## config.mk

```make
export PLATFORM = sky130hd
export DESIGN_NAME = updown_sweep_ctrl
export DESIGN_NICKNAME = d
export VERILOG_FILES = /design/src/rtl/updown_sweep_pkg.sv /design/src/rtl/updown_counter4.sv /design/src/rtl/updown_sweep_ctrl.sv
export SDC_FILE = /design/constraint.sdc
export NUM_CORES = 1
export LEC_CHECK = 0
export ABC_AREA = 1
export CAP_MARGIN = 20
export CELL_PAD_IN_SITES_DETAIL_PLACEMENT = 1
export CELL_PAD_IN_SITES_GLOBAL_PLACEMENT = 1
export CORE_UTILIZATION = 35
export CTS_BUF_LIST = sky130_fd_sc_hd__clkbuf_4 sky130_fd_sc_hd__clkbuf_8
export DETAILED_ROUTE_END_ITERATION = 10
export PLACE_DENSITY_LB_ADDON = 0.1
export SLEW_MARGIN = 40
export SYNTH_ARGS = -nofsm -noshare
export SYNTH_HDL_FRONTEND = slang
export SYNTH_SLANG_ARGS = --single-unit
```

## constraint.sdc

```tcl
create_clock -name clk -period 2.08 [get_ports clk]
set_clock_uncertainty 0.05 [all_clocks]
set_input_delay 0.416 -clock clk [delete_from_list [all_inputs] [get_ports clk]]
set_output_delay 0.416 -clock clk [all_outputs]
set_load 0.05 [all_outputs]
```

## src/rtl/updown_sweep_pkg.sv

```systemverilog
// Shared constants and state encoding for the up/down sweep controller.
package updown_sweep_pkg;

  localparam int unsigned CNT_W   = 4;
  localparam int unsigned SWEEP_W = 4;

  typedef enum logic [2:0] {
    StIdle = 3'd0,
    StLoad = 3'd1,
    StUp   = 3'd2,
    StDown = 3'd3,
    StDone = 3'd4
  } state_e;

  // Index of the final sweep; a request of zero sweeps runs a single sweep.
  function automatic logic [SWEEP_W-1:0] last_sweep(input logic [SWEEP_W-1:0] req);
    return (req == '0) ? '0 : req - 1'b1;
  endfunction

endpackage

```

## src/rtl/updown_counter4.sv

```systemverilog
// 4-bit loadable up/down counter; load has priority over counting.
module updown_counter4
  import updown_sweep_pkg::*;
(
  input  logic             clk,
  input  logic             reset,
  input  logic             load,
  input  logic             count_en,
  input  logic             up,
  input  logic [CNT_W-1:0] data_in,
  output logic [CNT_W-1:0] count
);

  logic [CNT_W-1:0] count_q, count_d;

  // Next count: load, step up/down, or hold.
  always_comb begin
    count_d = count_q;
    if (load) begin
      count_d = data_in;
    end else if (count_en) begin
      count_d = up ? count_q + 1'b1 : count_q - 1'b1;
    end
  end

  // Counter register, cleared asynchronously.
  always_ff @(posedge clk or posedge reset) begin
    if (reset) begin
      count_q <= '0;
    end else begin
      count_q <= count_d;
    end
  end

  assign count = count_q;

endmodule

```

## src/rtl/updown_sweep_ctrl.sv

```systemverilog
// Up/down sweep controller: runs `sweeps` lo->hi->lo passes of a 4-bit counter.
// Optional macro SWEEP_PAUSE_EN adds a `pause` input that freezes sequencing
// in LOAD/UP/DOWN.
// The counter is loaded with lo as the job is accepted, so it already shows lo
// during LOAD; LOAD then steps to lo+1 and each sweep spends 2*(hi-lo) cycles
// in UP/DOWN.
module updown_sweep_ctrl
  import updown_sweep_pkg::*;
(
  input  logic               clk,
  input  logic               reset,
`ifdef SWEEP_PAUSE_EN
  input  logic               pause,
`endif
  input  logic               start,
  input  logic [CNT_W-1:0]   lo,
  input  logic [CNT_W-1:0]   hi,
  input  logic [SWEEP_W-1:0] sweeps,
  output logic [CNT_W-1:0]   count,
  output logic               dir_up,
  output logic               busy,
  output logic               done,
  output logic               err
);

  state_e             state_q, state_d;
  logic [CNT_W-1:0]   lo_q, lo_d, hi_q, hi_d;
  logic [SWEEP_W-1:0] last_q, last_d, sweep_q, sweep_d;
  logic               dir_up_q, busy_q, done_q, err_q, err_d;
  logic               cnt_load, cnt_en, cnt_up;
  logic               hold;

`ifdef SWEEP_PAUSE_EN
  assign hold = pause;
`else
  assign hold = 1'b0;
`endif

  updown_counter4 u_counter (
    .clk      (clk),
    .reset    (reset),
    .load     (cnt_load),
    .count_en (cnt_en),
    .up       (cnt_up),
    .data_in  (lo),
    .count    (count)
  );

  // Next-state and counter-control decode.
  always_comb begin
    state_d  = state_q;
    lo_d     = lo_q;
    hi_d     = hi_q;
    last_d   = last_q;
    sweep_d  = sweep_q;
    err_d    = 1'b0;
    cnt_load = 1'b0;
    cnt_en   = 1'b0;
    cnt_up   = 1'b0;
    case (state_q)
      StIdle: begin
        if (start) begin
          if (lo < hi) begin
            lo_d     = lo;
            hi_d     = hi;
            last_d   = last_sweep(sweeps);
            sweep_d  = '0;
            cnt_load = 1'b1;
            state_d  = StLoad;
          end else begin
            err_d = 1'b1;
          end
        end
      end
      StLoad: begin
        if (!hold) begin
          cnt_en  = 1'b1;
          cnt_up  = 1'b1;
          state_d = StUp;
        end
      end
      StUp: begin
        if (!hold) begin
          cnt_en = 1'b1;
          if (count == hi_q) begin
            state_d = StDown;
          end else begin
            cnt_up = 1'b1;
          end
        end
      end
      StDown: begin
        if (!hold) begin
          if (count != lo_q) begin
            cnt_en = 1'b1;
          end else begin
            sweep_d = sweep_q + 1'b1;
            if (sweep_q == last_q) begin
              // Final sweep: count stays parked at lo.
              state_d = StDone;
            end else begin
              cnt_en  = 1'b1;
              cnt_up  = 1'b1;
              state_d = StUp;
            end
          end
        end
      end
      StDone: begin
        state_d = StIdle;
      end
      default: begin
        state_d = StIdle;
      end
    endcase
  end

  // State, captured job parameters and registered status outputs.
  always_ff @(posedge clk or posedge reset) begin
    if (reset) begin
      state_q  <= StIdle;
      lo_q     <= '0;
      hi_q     <= '0;
      last_q   <= '0;
      sweep_q  <= '0;
      dir_up_q <= 1'b0;
      busy_q   <= 1'b0;
      done_q   <= 1'b0;
      err_q    <= 1'b0;
    end else begin
      state_q  <= state_d;
      lo_q     <= lo_d;
      hi_q     <= hi_d;
      last_q   <= last_d;
      sweep_q  <= sweep_d;
      dir_up_q <= (state_d == StUp);
      busy_q   <= (state_d inside {StLoad, StUp, StDown});
      done_q   <= (state_d == StDone);
      err_q    <= err_d;
    end
  end

  assign dir_up = dir_up_q;
  assign busy   = busy_q;
  assign done   = done_q;
  assign err    = err_q;

endmodule

```

Yosys cells after proc, flatten, opt, wreduce, memory -nomap -nowiden --
Cells that the tools add are included.
Storage, ports and cells: flip-flop bits (word level) 27, output and inout port bits 8, logic and storage cells 62
Operators by class: add/subtract/negate cells 4, magnitude comparators 1, eq/ne operators 13, muxes and demuxes 26, reduce and logical (&&, ||, !) cells 8
Operators with widths (count):
- 4-bit two-way mux | 7
- 3-bit two-way mux | 5
- 3-bit by 2-bit == test with 1-bit output (second input constant) | 4
- 3-bit case mux with 4 select lines | 1
- 1-bit two-way mux | 10
- 4-bit by 1-bit adder with 4-bit output (second input constant) | 2
- 4-bit == test | 2
- 4-bit case mux with 2 select lines | 1
- 4-bit by 1-bit subtractor with 4-bit output (second input constant) | 2
- 3-bit by 1-bit == test with 1-bit output (second input constant) | 2
- 2-bit inequality test (second input constant) | 3
- 4-bit zero test | 1
- 4-bit less-than comparator | 1
- 4-bit inequality test | 1
- 4-bit AND reduction | 1
- 2-bit nonzero test | 2
- 3-bit == test (second input constant) | 1
- 3-bit zero test | 1
- 1-bit case mux with 3 select lines | 1
- 3-bit AND reduction | 1
- 3-bit nonzero test | 1
- 1-bit case mux with 2 select lines | 1
- 2-bit OR reduction | 1

Longest topological paths before layout --
Gate-level depths: netlist of the first run.
depth after elaboration 7, mapped depth 19

By module --
A second synthesis of the first run with hierarchy kept.
Unflattened totals: cells, all modules 231, area total of the unflattened synthesis 1697.9 sq um
Modules (own cells, without submodules):
- updown_sweep_ctrl | instances 1, cells each 193, area each 1403.8 sq um, sequential area each 575.6 sq um
- updown_counter4 | instances 1, cells each 38, area each 294.0 sq um, sequential area each 100.1 sq um

Worst setup path before layout of the first run --
No wires, ideal clock.
path kind register to register, start register u_counter.count_q[1] (netlist: u_counter.count[1]), end register u_counter.count_q[3] (netlist: u_counter.count[3]), setup time 0.121 ns, arrival time 2.324 ns, required time 1.909 ns, path slack -0.415 ns, cell stages (with the launch flop) 19, buffers on the path 0, clock period less this slack 2.495 ns, cells stage by stage dfrtp_1 inv_1 nand2_1 nand2_1 nor2_2 nand2_2 nor2_1 nand2_1 nand2_2 inv_1 ha_1 a21oi_1 nand2_1 nand2_1 nand2_1 inv_1 nand3_1 nand3_1 a21oi_1
Between the ends: word-level cells in the longest chain between the ends 6
RTL lines:
- start, declared | line updown_counter4.sv:14 | logic [CNT_W-1:0] count_q, count_d;
- start signal, assigned | line updown_counter4.sv:31 | count_q <= count_d;
- 4-bit inequality test / 4-bit == test (equally long branches) | line updown_sweep_ctrl.sv:94, updown_sweep_ctrl.sv:85
- 1-bit two-way mux (on tied branches) | line updown_sweep_ctrl.sv:94, updown_sweep_ctrl.sv:85
- 1-bit case mux with 3 select lines | line updown_sweep_ctrl.sv:60 | case (state_q)
- 4-bit two-way mux | line updown_counter4.sv:22 | count_d = up ? count_q + 1'b1 : count_q - 1'b1;
- 4-bit two-way mux | line updown_counter4.sv:21 | end else if (count_en) begin
- 4-bit two-way mux | line updown_counter4.sv:19 | if (load) begin
Parallel ways exist; a longest one is shown, timed or not. The select of a mux whose other input is x is not followed. A chain may end at the register's enable or synchronous reset.

Worst setup path after layout of the first run --
start register u_counter.count_q[3] (netlist: u_counter.count[3]), end register u_counter.count_q[3] (netlist: u_counter.count[3])
Same word-level chain as after synthesis.

==> results of run 1 <==
-- cell type report --
cell class	instances	area (µm²)
Tap cell	52	65.1
Clock buffer	4	48.8
Inverter	41	161
Timing Repair Buffer	67	552
Multi-Input combinational cell	145	888
Sequential cell	27	681
Fill cell	542	1960
-- worst max-delay path: cells and delay by family, from the launching register on --
kind	cells	cell delay (ns)
AOI/OAI and AO/OA	3	0.41
adders and majority gates	1	0.23
buffers and inverters	3	0.24
DFF	1	0.46
and+or+nand+nor	10	0.77
-- final timing paths --
check	start	to	slack, ns
max reg2reg	u_counter.count[3]	u_counter.count[3]	-0.18
min	reset	state_q[2]	0.43
max	u_counter.count[3]	u_counter.count[3]	-0.18
min reg2reg	hi_q[2]	hi_q[2]	0.47
min in group clk	hi_q[2]	hi_q[2]	0.47
max in group asynchronous	reset	u_counter.count[1]	1.25
-- timing repair --
action | CTS | global route
gates resized for setup | 6 | 34
setup buffers | 7 | 6
endpoints found under the setup margin | 5 | 10
pin swaps | 5 | 22
-- through the flow --
step           setup TNS (ns)  hold WS [ns]  power (mW)  cells
2_1_floorplan         -0.0846         0.418        2.26    215
3_3_place_gp            -2.44         0.441        3.07    319
3_5_place_dp            -3.09         0.451        3.12    319
4_1_cts               -0.0585         0.456        3.50    330
5_1_grt                -0.671         0.495        4.46    336
6_report               -0.322         0.434        4.17    336
-- state kept, by name, indices dropped and copies added, names as in the netlist --
| signal | count |
|---|---|
| err | 1 |
| lo_q | 4 |
| state_q | 3 |
| last_q | 4 |
| dir_up | 1 |
| sweep_q | 4 |
| done | 1 |
| busy | 1 |
| hi_q | 4 |
| u_counter.count | 4 |
-- logic make-up after synthesis --
logic type	count (synthesis)	share of synthesized area
compound gates	30	0.102
flops	27	0.426
fa+ha+maj	7	0.0600
simple gates	107	0.302
xor+xnor	1	0.00553
buf+inv	43	0.104
-- layer usage --
metal  GRT usage  wire, µm  vias to the layer above
met5           0         0                        -
met4      0.0612        87                        0
met3      0.0174        71                        7
met2       0.355      2520                       21
met1       0.270      2260                      726
li1            -         -                      804
-- cells in the final DEF, fill, tap and decap left out, types with 2 or more instances in the layout --
| cell | count |
|---|---|
| a21oi_1 | 2 |
| a21oi_2 | 3 |
| buf_4 | 46 |
| clkbuf_8 | 3 |
| clkdlybuf4s50_1 | 18 |
| dfrtp_1 | 23 |
| dfrtp_2 | 4 |
| dlygate4sd2_1 | 3 |
| ha_1 | 4 |
| ha_4 | 2 |
| inv_1 | 28 |
| inv_2 | 11 |
| nand2_1 | 49 |
| nand2_2 | 20 |
| nand3_1 | 12 |
| nand3_2 | 3 |
| nand3_4 | 2 |
| nor2_1 | 11 |
| nor2_2 | 4 |
| nor2_4 | 3 |
| o21ai_0 | 17 |
| o21ai_1 | 4 |
-- power by group --
| group | switching, mW | internal (mW) |
|---|---|---|
| clock network | 0.191 | 0.151 |
| logic | 1.59 | 1.31 |
| registers | 0.177 | 0.748 |
==> results.cfg, run 1 <==
[placed_design]
gp_congestion = 0.763
placed_area_mm2 = 0.00212
port_buffers = 22
hpwlAfterDp_um = 3290
dp_slack_ns = -0.273

[layout]
area_growth_syn_to_layout_pct = 51.1
stdcell_area_mm2 = 0.00240
fin_nets = 307
postLayoutCoreUtil = 0.550
drive_above_1_share = 0.384
antenna_cells = 0

[worst_setup_path]
critPathLaunchType = register
crit_type = register to register
crit_top_cell = nand2_2
cp_max_fo = 5
worstPathCellList = inv_2, nand2_1, nand2_1, nor2_1, nand2_1, a21oi_2, nand2_2, inv_4, ha_4, a21oi_4, nand2_2, nand2_2, nand2_2, inv_2, nand3_2, nand3_2, a21oi_2
critPathRequiredTime_ns = 2.22
worstPathArrival_ns = 2.40
crit_path_top_delay_cell = dfrtp_2
reg2regPathDepth = 17
slowest_delay_ns = 0.46
end_kind = register

[job]
cap_violations = 0

[yosys]
synth-main-ff-cell = dfrtp_1
synth_top_area_frac = 0.426
synth_area_per_cell_um2 = 7.37
yosys.cell_count.top_type = nand2_1
synth_seq_cells = 27
synth_area_mm2 = 0.00159
synthArstFlopShare = 1.00
ys_warn_count = 0
syn_inst = 215
synth_common_cells = 64 x nand2_1, 32 x inv_1, 27 x dfrtp_1
synth_area_leader_cell = dfrtp_1
synth_nets = 237
yosysSeqAreaShare = 0.426
synth-edff-count = 0
ys_top_cells_by_area = dfrtp_1 43%, nand2_1 15%, inv_1 7.6%, o21ai_0 5.7%, nand3_1 5.1%
yosys.cell_types.count = 25

[sta]
period_minus_slack_ns = 2.26
worst_slack_ns = -0.179
tightestPinTransition_ns = 0.502
timing.final.crit_share = 1.09
report.final.setup_viol = 3
slew-limit-headroom = 0.664
hold_violations = 0
max_freq_mhz = 443
slew_violations = 0
rsz0062_at_grt = yes

[drt]
ant_nets = 0
drc = 0
first_iter_violations = 72
post_drt_via_cell_ratio = 4.64
num_vias = 1558
firstDrtPassIters = 4
routed_wl_um = 4940
post_drt_wl_per_cell_um = 14.7

[cts]
cts_tree = done
cts_hold_buf = 0
clk_latency_ns = 0.29
cts-root-buf = clkbuf_8
cts_buffers = 3
clockBufferDepth = 2
clkTransAtPathRegs_ns = 0.11
htree_levels = 1
cts.sinks = 27

[power_and_ir_drop]
ir_worst_vdd_mv = 0.721
powerDensity_mw_per_mm2 = 1740
leakage_nw = 1.23

[run_status]
violations = negative setup slack
status = finished with violations

[grt]
grt-ovfl-total = 0
grt_max_degree = 28
grt_pass1_vias = 1643
antenna_found_initial = 0
grt_pass1_wl_um = 7750
grt_use_total = 0.204

[floorplanning]
ios = 23
die_y_um = 69.3
core-area_mm2 = 0.00435
row_count = 24
dieWidth_um = 69.3
start_util = 0.364
dieArea_mm2 = 0.00480

[min_path]
timing.hold.worst.class = input port to async pin
No activity file was read; power rests on OpenSTA's default activity.
==> run 2: changes to the inputs <==
--- a/config.mk
+++ b/config.mk
@@ -9,7 +9,8 @@
 export CAP_MARGIN = 20
 export CELL_PAD_IN_SITES_DETAIL_PLACEMENT = 1
 export CELL_PAD_IN_SITES_GLOBAL_PLACEMENT = 1
-export CORE_UTILIZATION = 35
+export CORE_MARGIN = 4
+export CORE_UTILIZATION = 37
 export CTS_BUF_LIST = sky130_fd_sc_hd__clkbuf_4 sky130_fd_sc_hd__clkbuf_8
 export DETAILED_ROUTE_END_ITERATION = 10
 export PLACE_DENSITY_LB_ADDON = 0.1
==> results.cfg, run 2 (same netlist as run 1, synthesis figures left out) <==
[run_status]
status = finished with violations
violations = negative setup slack

[worst_setup_path]
cp_max_fo = 5
end_kind = register
crit_type = register to register
critPathLaunchType = register
critPathRequiredTime_ns = 2.20
rrSetupSlack_ns = -0.14
worstReg2RegStart = u_counter.count[3]
startpoint = u_counter.count[3]
r2r-end = u_counter.count[2]
reg2regPathDepth = 15
endpoint = u_counter.count[2]
worstPathArrival_ns = 2.34

[floorplanning]
ios = 23
die_y_um = 73.5
row_count = 23
dieArea_mm2 = 0.00540
core-area_mm2 = 0.00406
start_util = 0.391
dieWidth_um = 73.5

[sta]
period_minus_slack_ns = 2.22
slew-limit-headroom = 0.668
rsz0062_at_grt = yes
max_freq_mhz = 451
hold_violations = 0
hold_slack_ns = 0.453
timing.final.crit_share = 1.07
report.final.setup_viol = 3
worst_slack_ns = -0.137
tightestPinTransition_ns = 0.496
slew_violations = 0

[power_and_ir_drop]
power_frac_clock = 0.082
pwr-share-comb = 0.682
powerDensity_mw_per_mm2 = 1730
leakage_nw = 1.17
ir_worst_vdd_mv = 0.868
power_switching_share = 0.470
power_switching_mw = 1.82
power_mw = 3.88
internal_power_mw = 2.06
pwr-share-seq = 0.235

[layout]
mostFrequentLayoutCell = nand2_1
stdcell_area_mm2 = 0.00224
drive_above_1_share = 0.320
multi_input_area_um2 = 833
final_cell_mix = 59 x nand2_1, 36 x buf_4, 28 x inv_1
antenna_cells = 0
area_growth_syn_to_layout_pct = 41.4
seq_area_um2 = 681
nFillCells = 516
fin_nets = 295

[cts]
cts-root-buf = clkbuf_8
cts.sinks = 27
htree_levels = 1
clockBufferDepth = 2
cts_buffers = 3
clk_latency_ns = 0.28
clkTransAtPathRegs_ns = 0.10
cts_tree = done

[drt]
num_vias = 1535
routed_wl_um = 4520
post_drt_wl_per_cell_um = 14.0
drc = 0
post_drt_via_cell_ratio = 4.77
first_iter_violations = 38
firstDrtPassIters = 4
ant_nets = 0

[grt]
grt_pass1_vias = 1604
antenna_found_initial = 0
grt_max_degree = 28
grt-ovfl-total = 0
grt_pass1_wl_um = 7510
grt_use_total = 0.181

[job]
cap_violations = 0

[placed_design]
gp_congestion = 0.835
port_buffers = 22
hpwlAfterDp_um = 3490
placed_area_mm2 = 0.00204

[min_path]
timing.hold.worst.class = input port to async pin
[run 2: cell count changes in the layout (fill, tap and decap cells not counted), moves of 2 or more]
cell	change
nor2_4	-2
nand2_2	-10
nand3_4	-2
buf_4	-10
nor2_1	+2
nand3_2	+2
dlygate4sd2_1	-2
nand2_1	+10
[run 2: routing by layer]
layer,vias to the layer above,wire length [µm],track usage
met3,7,167,0.0246
met5,-,0,0
li1,777,-,-
met2,28,2250,0.292
met4,0,53,0.0503
met1,723,2050,0.253
[run 2: worst max-delay path, cell delays in order, from the launching register on]
cell and delay, ns:
dfrtp_2 0.42, inv_2 0.06, nand2_1 0.06, nand2_1 0.06
nor2_2 0.15, nand2_2 0.08, nor2_2 0.09, nand2_2 0.08
nand2_2 0.09, inv_4 0.06, buf_4 0.13, fa_2 0.37
xnor2_2 0.18, o21ai_1 0.08, nand2_1 0.09, o21ai_2 0.07
[run 2: repair_timing]
item	4_1_cts	5_1_grt
endpoints found under the hold margin	0	0
gates resized for setup	7	13
pin swaps	17	12
setup buffers	6	4
setup endpoints to repair	3	3
hold buffers	0	0
[run 2: layout make-up]
class / instances / share of cell area
multi-input combinational: 145 / 0.372
sequential: 27 / 0.304
clock buffer: 4 / 0.0218
timing repair buffer: 55 / 0.205
tap: 50 / 0.0279
inverter: 41 / 0.0703
[run 2: metrics by stage]
step / std cells / setup TNS [ns] / utilization / worst slack (ns)
CTS: 318 / -0.231 / 0.535 / -0.122
global placement: 308 / -0.689 / 0.504 / -0.102
finish: 322 / -0.288 / 0.553 / -0.137
floorplan: 215 / -0.0846 / - / -0.0846
global route: 322 / -0.695 / 0.553 / -0.283
detailed placement: 308 / -1.39 / 0.504 / -0.214
[run 2: worst min path at each step]
stage | to | slack, ns | cells after the start
3_3_place_gp | hi_q[1] | 0.47 | 2
5_1_grt | state_q[0] | 0.51 | 3
2_1_floorplan | busy | 0.42 | 1
6_report | hi_q[3] | 0.45 | 3
4_1_cts | state_q[0] | 0.46 | 3
3_5_place_dp | hi_q[3] | 0.47 | 2
[run 2: power groups by stage]
stage	sequential [mW]	combinational, mW	clock, mW
5_1_grt	0.948	2.90	0.353
4_1_cts	0.912	2.34	0.331
3_5_place_dp	0.929	2.14	0
3_3_place_gp	0.911	2.04	0
2_1_floorplan	1.12	1.14	0
6_report	0.913	2.65	0.320
==> run 3: changes to the inputs <==
--- a/config.mk
+++ b/config.mk
@@ -13,7 +13,8 @@
 export CORE_UTILIZATION = 37
 export CTS_BUF_LIST = sky130_fd_sc_hd__clkbuf_4 sky130_fd_sc_hd__clkbuf_8
 export DETAILED_ROUTE_END_ITERATION = 10
-export PLACE_DENSITY_LB_ADDON = 0.1
+export PLACE_DENSITY = 0.87
+export SKIP_LAST_GASP = 1
 export SLEW_MARGIN = 40
 export SYNTH_ARGS = -nofsm -noshare
 export SYNTH_HDL_FRONTEND = slang
==> results.cfg, run 3 (same netlist as run 1, synthesis figures left out) <==
[run_status]
status = finished with violations
violations = negative setup slack

[drt]
routed_wl_um = 4520
post_drt_via_cell_ratio = 4.94
ant_nets = 0
post_drt_wl_per_cell_um = 14.4
num_vias = 1550
first_iter_violations = 55
drc = 0
firstDrtPassIters = 4

[cts]
cts.sinks = 27
clockBufferDepth = 2
cts_tree = done
clk_latency_ns = 0.28
htree_levels = 1
cts_buffers = 3
clkTransAtPathRegs_ns = 0.09
cts-root-buf = clkbuf_8

[layout]
drive_above_1_share = 0.288
mostFrequentLayoutCell = nand2_1
stdcell_area_mm2 = 0.00219
antenna_cells = 0
area_growth_syn_to_layout_pct = 38.0
fin_nets = 287
final_cell_mix = 61 x nand2_1, 28 x inv_1, 28 x buf_4

[grt]
grt_use_total = 0.182
grt_pass1_vias = 1639
grt-ovfl-total = 0
antenna_found_initial = 0
grt_max_degree = 28
grt_pass1_wl_um = 7490

[worst_setup_path]
cp_max_fo = 5
r2r-end = u_counter.count[3]
end_kind = register
crit_buf_inv = 2
worstReg2RegStart = u_counter.count[2]
worst-path-stages = 17
reg2regPathDepth = 17
worstPathCellList = nand2_1, nand2_2, nor2_4, nand2_2, nor2_1, nand2_1, nand2_2, inv_4, ha_4, nand3_2, nand2_1, nand2_1, nand2_2, inv_2, nand3_2, nand3_2, a21oi_2
slowest_delay_ns = 0.46
crit_path_top_delay_cell = dfrtp_2
worstPathArrival_ns = 2.38
rrSetupSlack_ns = -0.13
path_delay_family = simple AND/OR/NAND/NOR gates
crit_type = register to register
critPathRequiredTime_ns = 2.24
critPathLaunchType = register

[placed_design]
hpwlAfterDp_um = 3390
dp_slack_ns = -0.151
placed_area_mm2 = 0.00202
gp_congestion = 0.742
port_buffers = 22

[sta]
slew_violations = 0
fin_tns_setup_ns = -0.218
report.final.setup_viol = 2
worst_slack_ns = -0.134
slew-limit-headroom = 0.670
hold_violations = 0
rsz0062_at_grt = yes
period_minus_slack_ns = 2.21
tightestPinTransition_ns = 0.494
max_freq_mhz = 452
timing.final.crit_share = 1.06

[min_path]
timing.hold.worst.class = input port to async pin

[floorplanning]
row_count = 23
ios = 23
die_y_um = 73.5
core-area_mm2 = 0.00406
dieWidth_um = 73.5
start_util = 0.391
dieArea_mm2 = 0.00540

[power_and_ir_drop]
powerDensity_mw_per_mm2 = 1750
leakage_nw = 1.13
ir_worst_vdd_mv = 0.658

[job]
cap_violations = 0
## run 3: area by class of cell
type / instances / area [µm²]
Multi-Input combinational cell: 145 / 840
Inverter: 41 / 158
Sequential cell: 27 / 681
Clock buffer: 4 / 48.8
Tap cell: 50 / 62.6
Timing Repair Buffer: 47 / 399
Fill cell: 511 / 1870
## run 3: repair_timing
action / CTS / global route
resized for setup: 13 / 6
pin swaps: 12 / 17
setup buffers: 2 / 4
setup endpoints to repair: 3 / 3
hold endpoints to repair: 0 / 0
hold buffers: 0 / 0
## run 3: stage by stage
stage          total power [mW]  cells   util  hold WS, ns
3_5_place_dp               3.00    305  0.498        0.467
6_report                   3.82    314  0.539        0.447
4_1_cts                    3.58    311  0.526        0.464
2_1_floorplan              2.26    215      -        0.418
5_1_grt                    4.15    314  0.539        0.505
3_3_place_gp               2.88    305  0.498        0.461
## run 3: how the worst max path moves through the flow
stage	from	to	slack [ns]
floorplan	u_counter.count[1]	u_counter.count[3]	-0.08
global placement	hi[3]	u_counter.count[3]	-0.12
detailed placement	hi[3]	u_counter.count[3]	-0.15
CTS	u_counter.count[0]	u_counter.count[3]	-0.11
global route	u_counter.count[2]	u_counter.count[3]	-0.30
finish	u_counter.count[2]	u_counter.count[3]	-0.13
## run 3: report_power, final
part	leakage (nW)	internal [mW]	switching (mW)
combinational	0.769	1.12	1.45
clock	0.0262	0.151	0.173
sequential	0.335	0.748	0.186
total	1.13	2.02	1.81
## run 3: routing by layer
metal | track usage | wire length (µm) | vias up
met1 | 0.241 | 2000 | 757
met2 | 0.307 | 2300 | 23
met4 | 0.0664 | 76 | 0
met5 | 0 | 0 | -
met3 | 0.0178 | 140 | 5
li1 | - | - | 765
## run 3: worst min-delay path, cell delays in order
cell and delay, ns:
clkdlybuf4s50_1 0.40, inv_1 0.05, buf_4 0.33
